[src/rtl/branch_resolve_unit.sv]
// Branch resolve unit: in-order queue of ID predictions, checked against EX outcomes at pop.
// Redirect is registered one cycle after the mispredicting pop; no backpressure, overflow/underflow raise sync_err.
module branch_resolve_unit #(
  parameter int DEPTH = 4,
  parameter int CNT_W = 32
) (
  input  logic             clk,
  input  logic             rst,
  input  logic             id_valid,
  input  logic             id_stall,
  input  logic [31:0]      id_pc,
  input  logic             id_pred_taken,
  input  logic [31:0]      id_pred_target,
  input  logic             ex_valid,
  input  logic [31:0]      ex_pc,
  input  logic             ex_br_inst,
  input  logic             ex_is_uncond,
  input  logic             ex_br_taken,
  input  logic [31:0]      ex_target,
  input  logic             wb_flush,
  output logic             redirect_valid,
  output logic [31:0]      redirect_pc,
  output logic [CNT_W-1:0] br_cnt,
  output logic [CNT_W-1:0] mispred_cnt,
  output logic             sync_err
);
  localparam int AW = $clog2(DEPTH);
  localparam logic [AW:0] FULL_CNT = (AW+1)'(DEPTH);

  typedef struct packed {
    logic [31:0] pc;
    logic        pred_taken;
    logic [31:0] pred_target;
  } pred_t;

  pred_t         q [DEPTH];
  pred_t         head;
  logic [AW-1:0] wr_ptr;
  logic [AW-1:0] rd_ptr;
  logic [AW:0]   count;
  logic          push, pop, empty, full;
  logic          actual_taken, head_pc_bad, mispredict;
  logic          do_push, do_pop;

  always_comb begin
    head         = q[rd_ptr];
    empty        = (count == '0);
    full         = (count == FULL_CNT);
    push         = id_valid && !id_stall && !wb_flush && !redirect_valid;
    pop          = ex_valid && !wb_flush && !redirect_valid;
    actual_taken = ex_is_uncond || (ex_br_inst && ex_br_taken);
    head_pc_bad  = !empty && (head.pc != ex_pc);
    // An empty pop has no valid head, so it always takes the error/redirect path.
    mispredict   = pop && (empty || head_pc_bad
                   || (head.pred_taken != actual_taken)
                   || (actual_taken && (head.pred_target != ex_target)));
    do_push      = push && (!full || pop);
    do_pop       = pop && !empty;
  end

  always_ff @(posedge clk) begin
    if (do_push) begin
      q[wr_ptr] <= '{pc: id_pc, pred_taken: id_pred_taken, pred_target: id_pred_target};
    end
  end

  always_ff @(posedge clk or negedge rst) begin
    if (!rst) begin
      wr_ptr         <= '0;
      rd_ptr         <= '0;
      count          <= '0;
      redirect_valid <= 1'b0;
      redirect_pc    <= '0;
      br_cnt         <= '0;
      mispred_cnt    <= '0;
      sync_err       <= 1'b0;
    end else begin
      // Flush or mispredict discards every queued wrong-path prediction, including this cycle's push.
      if (wb_flush || mispredict) begin
        wr_ptr <= '0;
        rd_ptr <= '0;
        count  <= '0;
      end else begin
        if (do_push) wr_ptr <= wr_ptr + 1'b1;
        if (do_pop)  rd_ptr <= rd_ptr + 1'b1;
        case ({do_push, do_pop})
          2'b10:   count <= count + 1'b1;
          2'b01:   count <= count - 1'b1;
          default: ;
        endcase
      end

      redirect_valid <= mispredict;
      if (mispredict) begin
        redirect_pc <= actual_taken ? ex_target : ex_pc + 32'd4;
      end

      if (pop && (ex_br_inst || ex_is_uncond) && (br_cnt != '1)) begin
        br_cnt <= br_cnt + 1'b1;
      end
      if (mispredict && (mispred_cnt != '1)) begin
        mispred_cnt <= mispred_cnt + 1'b1;
      end

      if ((push && full && !pop) || (pop && empty) || (pop && head_pc_bad)) begin
        sync_err <= 1'b1;
      end
    end
  end
endmodule

[config.mk]
export PLATFORM = sky130hd
export DESIGN_NAME = branch_resolve_unit
export DESIGN_NICKNAME = d
export VERILOG_FILES = /design/src/rtl/branch_resolve_unit.sv
export SDC_FILE = /design/constraint.sdc
export NUM_CORES = 1
export LEC_CHECK = 0
export ABC_AREA = 0
export BUFFER_PORTS_ARGS = -buffer_cell sky130_fd_sc_hd__buf_2
export CAP_MARGIN = 10
export CORE_AREA = 2 2 168 170
export CTS_CLUSTER_DIAMETER = 30
export DETAILED_ROUTE_END_ITERATION = 12
export DIE_AREA = 0 0 170 172
export HOLD_SLACK_MARGIN = 0.02
export PLACE_DENSITY_LB_ADDON = 0.08
export SYNTH_ARGS = -nofsm -noshare
export SYNTH_HDL_FRONTEND = slang
export SYNTH_SLANG_ARGS = --single-unit
[constraint.sdc]
create_clock -name clk -period 5.65 [get_ports clk]
set_input_delay 0 -clock clk [delete_from_list [all_inputs] [get_ports clk]]
set_output_delay 0 -clock clk [all_outputs]
set_load 0.02 [all_outputs]
=== After elaboration in Yosys (flattened, before gate mapping) ===
Memory sizes are Yosys's and may differ from the RTL's.
Cells that the tools add are included.

* Register bits after elaboration: 105
* Bits of input ports: 138
* Bits in writable memories: 260
* Word-level logic and storage cells: 70
* Output and inout bits: 98
* Memories: 1

* Equal/unequal tests: 8
* Reduce and logical (&&, ||, !) cells: 37
* Muxes and demuxes: 9
* $add $sub $neg: 7

{| class="wikitable"
|+ Memory list
! memory !! depth !! bits a word !! read ports !! clocked after memory_dff !! write ports !! line !! text
|-
| q || 4 || 65 || 1 || 0 || 1 || 36 || <nowiki>pred_t q [DEPTH];</nowiki>
|}

{| class="wikitable"
|+ Operator list
! cell !! count
|-
| 32-bit by 1-bit adder with 32-bit output (second input constant) || 2
|-
| 32-bit != test || 2
|-
| 32-bit != test (second input constant) || 2
|-
| 32-bit by 3-bit adder with 32-bit output (second input constant) || 1
|-
| 32-bit two-way mux || 1
|-
| 1-bit logical AND || 18
|-
| 1-bit logical OR || 9
|-
| 2-bit two-way mux || 4
|-
| 1-bit zero test || 6
|-
| 3-bit one-hot mux with 2 select lines || 1
|-
| 2-bit by 1-bit adder with 2-bit output (second input constant) || 2
|-
| 2-bit nonzero test || 2
|-
| 3-bit by 1-bit adder with 3-bit output (second input constant) || 1
|-
| 3-bit equality test (second input constant) || 1
|-
| 3-bit zero test || 1
|-
| 3-bit two-way mux || 1
|-
| 3-bit nonzero test || 1
|-
| 3-bit by 1-bit subtractor with 3-bit output (second input constant) || 1
|-
| 2-bit by 1-bit equality test with 1-bit output (second input constant) || 1
|-
| 2-bit equality test (second input constant) || 1
|-
| 1-bit two-way mux || 2
|-
| 1-bit != test || 1
|}

=== Depth between registers and ports, before layout ===
* Depth in word-level cells: 9
* Mapped depth: 12
* Gate-level depth less buffers: 9

=== Least setup slack after synthesis ===
No wires, ideal clock.

* Path kind: register -> register
* Start point: register redirect_valid
* End point: memory q[0][0] (netlist bit) (enable)
* Period minus slack after synthesis: 3.190 ns
* Setup slack: 2.460 ns
* Buffers on the path: 0
* Data arrival time: 2.760 ns
* Data required time: 5.220 ns
* Setup time: 0.430 ns
* Cell stages (with the launch flop): 5
* Cell sequence: dfrtp_1 nor2_1 nand3b_1 a41oi_1 and2_1

* Cells in the longest elaborated chain, start to end: 6
* Elaborated cells on any way between the ends: 7
* Those cells by class: 2 x mux; 5 x reduce/logical

{| class="wikitable"
|+ Ends and longest elaborated chain
! element !! line !! text
|-
| start, declared || 21 || <nowiki>output logic redirect_valid,</nowiki>
|-
| start signal, assigned || 93 || <nowiki>redirect_valid <= mispredict;</nowiki>
|-
| 1-bit zero test * || 49, 50 ||
|-
| 1-bit logical AND || 50 || <nowiki>pop = ex_valid && !wb_flush && !redirect_valid;</nowiki>
|-
| 1-bit logical OR || 57 || <nowiki>do_push = push && (!full || pop);</nowiki>
|-
| 1-bit logical AND * || 57 ||
|-
| 1-bit two-way mux * || 62 || <nowiki>if (do_push) begin</nowiki>
|-
| 1-bit two-way mux (not written as such) * || 63 || <nowiki>q[wr_ptr] <= '{pc: id_pc, pred_taken: id_pred_taken, pred_target: id_pred_target};</nowiki>
|-
| end, declared || 36 ||
|}

Mark *: on every way between the ends. The rest lies on a longest branch, timed or not.

=== Worst setup path after layout ===
* Start point: register rd_ptr[1]
* End point: register redirect_pc[7]

* Cells in the longest elaborated chain, start to end: 7
* Elaborated cells on any way between the ends: 10
* Those cells by class: 3 x eq/ne; 6 x reduce/logical; 1 x memory

{| class="wikitable"
|+ Ends and longest elaborated chain
! element !! line !! text
|-
| start, declared || 39 || <nowiki>logic [AW-1:0] rd_ptr;</nowiki>
|-
| start signal, assigned || 85 || <nowiki>if (do_pop) rd_ptr <= rd_ptr + 1'b1;</nowiki>
|-
| memory 4 x 65 bit * || - ||
|-
| 32-bit != test || 52 || <nowiki>head_pc_bad = !empty && (head.pc != ex_pc);</nowiki>
|-
| 1-bit logical AND || 52 ||
|-
| 1-bit logical OR || 54 || <nowiki>mispredict = pop && (empty || head_pc_bad</nowiki>
|-
| 1-bit logical OR || 55 || <nowiki>|| (head.pred_taken != actual_taken)</nowiki>
|-
| 1-bit logical OR * || 56 || <nowiki>|| (actual_taken && (head.pred_target != ex_target)));</nowiki>
|-
| 1-bit logical AND * || 54 ||
|-
| end signal, assigned || 95 || <nowiki>redirect_pc <= actual_taken ? ex_target : ex_pc + 32'd4;</nowiki>
|-
| end, declared || 22 || <nowiki>output logic [31:0] redirect_pc,</nowiki>
|}

Marks and branches as above.
A chain may end at the register's enable or synchronous reset.

==> out/qor.yml <==
status: "complete, no violations"
cts_tree: "done"
total_power_mw: 8.133
drv_cap: 0
period_share: 0.8094
drc: 0
cts_buffers: 69
io_buffers: 235
pwr_density_cell_nw_per_um2: 380.8
syn_avg_cell_area_um2: 15.08
tightest_slew_ns: 1.093
gp_congestion: 0.8835
setup_tns_ns: 0
antenna_found_initial: 7
relSlewSlack: 0.2717
ant_nets: 0
start_kind: "flip-flop"
rsz0062_at_grt: "false"
crit_type: "reg -> reg"
min_period_ns: 4.573
synth_edf_count: 260
floorplan.die.width_um: 170
grt_usage: 0.2973
cts_hold_buf: 115
dr.pass1.iters: 7
fin_util: 0.7773
placed_area_um2: 17710
swShare: 0.2417
grt_pass1_vias: 11240
cp.arrival_ns: 5.00
clockBufferDepth: 3
clk_pin_slew_worst_paths_ns: 0.05
yosysWarnings: 0
hold_viol_final: 0
r2r_cells: 11
ys_ff_latch: 365
hold_path.class: "in -> reg"
cts-root-buf: "clkbuf_16"
nets: 1612
cts_setup_buffers: 0
synth_nets: 1223
dp_cells: 1626
synth_cells: 1077
drt-vias-per-instance: 5.907
p_seq_frac: 0.381
hold-path-cell-count: 4
finalClockSkew_ns: 0.02694
dr_total_vias: 11060
fin_cells: 1872
grt_pass1_wl_mm: 64.18
clkSinkCount: 365
slew_violations: 0
area.growth.synth_to_final_pct: 31.47
setup_viol: 0
grt_max_degree: 72
reg2reg_slack_ns: 1.08
start_util: 0.5913
first_iter_violations: 1094
p_int_mw: 6.168
power_leakage_nw: 8.224
fmax_mhz: 218.7
drt_wl_total_mm: 43.20
yosysUniqueCellTypes: 64
grt.overflow.total: 0
core-area_um2: 27480
final_cell_area_um2: 21360
cts_resized: 0
rows: 61
power_frac_clock: 0.527
power_frac_comb: 0.092
worst_ep_required_time_ns: 6.08
num_io_pins: 236
synthFlopType: "edfxtp_1"
dp_hpwl_mm: 27.89
wl_per_cell_um: 23.08
dieArea_um2: 29240
num-fill-cells: 1627
cts-htree-levels: 3
p_switching_mw: 1.965
synthArstFlopShare: 0.2877
insertion_delay_ns: 0.57
synth_seq_area_share: 0.6423
drive_gt1_frac: 0.2968
vdd_drop_max_v: 0.0003850
die_h_um: 172
cp_max_fo: 45
syn_area_um2: 16250
cp-end-kind: "flip-flop"
registers in the layout, indices dropped and copies added (netlist names):
register        flops
q                 260
rd_ptr              2
count               3
redirect_pc        32
sync_err            1
redirect_valid      1
wr_ptr              2
br_cnt             32
mispred_cnt        32
power groups by stage:
stage	Combinational, mW	Sequential (mW)	Clock, mW
after floorplan	0.270	3.23	0
after global placement	0.655	3.14	0
after detailed placement	0.667	3.14	0
after CTS	0.740	3.10	4.32
after global routing	0.802	3.11	4.46
final	0.747	3.10	4.29
worst max-delay path, cell delays in order (launching register included):
cell	delay, ns
dfrtp_4	0.91
buf_12	0.36
mux4_2	0.37
xnor2_1	0.38
o2111ai_1	0.19
nor4_1	0.51
nand4_1	0.23
a211oi_2	0.31
buf_4	0.28
nor2_4	0.12
buf_4	0.35
mux2_1	0.39
final cells by class:
type | instances | area (µm²) | area share
diodes | 3 | 7.507 | 0.0003515
flip-flops and latches | 365 | 10440 | 0.4889
multi-input cells | 653 | 5484 | 0.2568
inverters | 15 | 56.30 | 0.002636
clock inverters | 46 | 589.3 | 0.02759
clock buffers | 82 | 1891 | 0.08852
repair buffers | 362 | 2455 | 0.1149
well taps | 346 | 432.9 | 0.02027
final timing paths:
check | from | end
min in group asynchronous | rst | br_cnt[9]
max in group asynchronous | rst | redirect_pc[4]
min reg2reg | br_cnt[7] | br_cnt[7]
max | rd_ptr[1] | redirect_pc[7]
min | ex_pc[21] | redirect_pc[21]
max reg2reg | rd_ptr[1] | redirect_pc[7]
per-layer routing:
layer / GRT usage / wire [µm]
met5: 0 / 64
met4: 0.1423 / 1878
met3: 0.07942 / 3709
met2: 0.4862 / 20670
met1: 0.3729 / 16870
stage by stage:
stage	setup WS [ns]	hold WS [ns]
5_1_grt	0.9104	0.08232
2_1_floorplan	2.460	-0.2956
4_1_cts	1.122	0.02026
6_report	1.077	0.04217
3_3_place_gp	1.264	-0.01922
3_5_place_dp	1.205	-0.01507
cells in the final DEF, fill, tap and decap left out, types with 26 or more instances in the layout:
| master | instances |
|---|---|
| and3_1 | 26 |
| buf_2 | 234 |
| clkbuf_16 | 73 |
| dfrtp_1 | 103 |
| dlygate4sd3_1 | 114 |
| edfxtp_1 | 260 |
| mux2i_1 | 36 |
| mux4_2 | 41 |
| nand2_1 | 87 |
| nand3_1 | 41 |
| nand4_1 | 40 |
| nor2_1 | 28 |
| o21ai_0 | 33 |
| xnor2_1 | 103 |
| xor2_1 | 46 |
synthesized netlist by cell type, types with 19 or more instances:
cell      count  area [µm²]
xnor2_1     103       902.1
nor2_1       28       105.1
o21ai_0      33       165.2
mux4_2       41       923.4
clkbuf_1     19       71.32
dfrtp_1     105        2628
mux2_4       21       315.3
nand2_1      87       326.6
mux2i_1      36       360.4
xor2_1       46       402.9
nor3_1       23       115.1
and3_1       26       162.7
nand4_1      40       250.2
edfxtp_1    260        7807
nand3_1      41       205.2
logic make-up after synthesis:
group / count (synthesis) / share of synthesized area
compound gates: 76 / 0.03189
xor+xnor: 149 / 0.08033
fa+ha+maj: 8 / 0.006623
buf+inv: 59 / 0.02079
flops: 365 / 0.6423
mux: 125 / 0.1245
simple gates: 295 / 0.09350
Note: power is estimated with default switching activity, not from simulation.
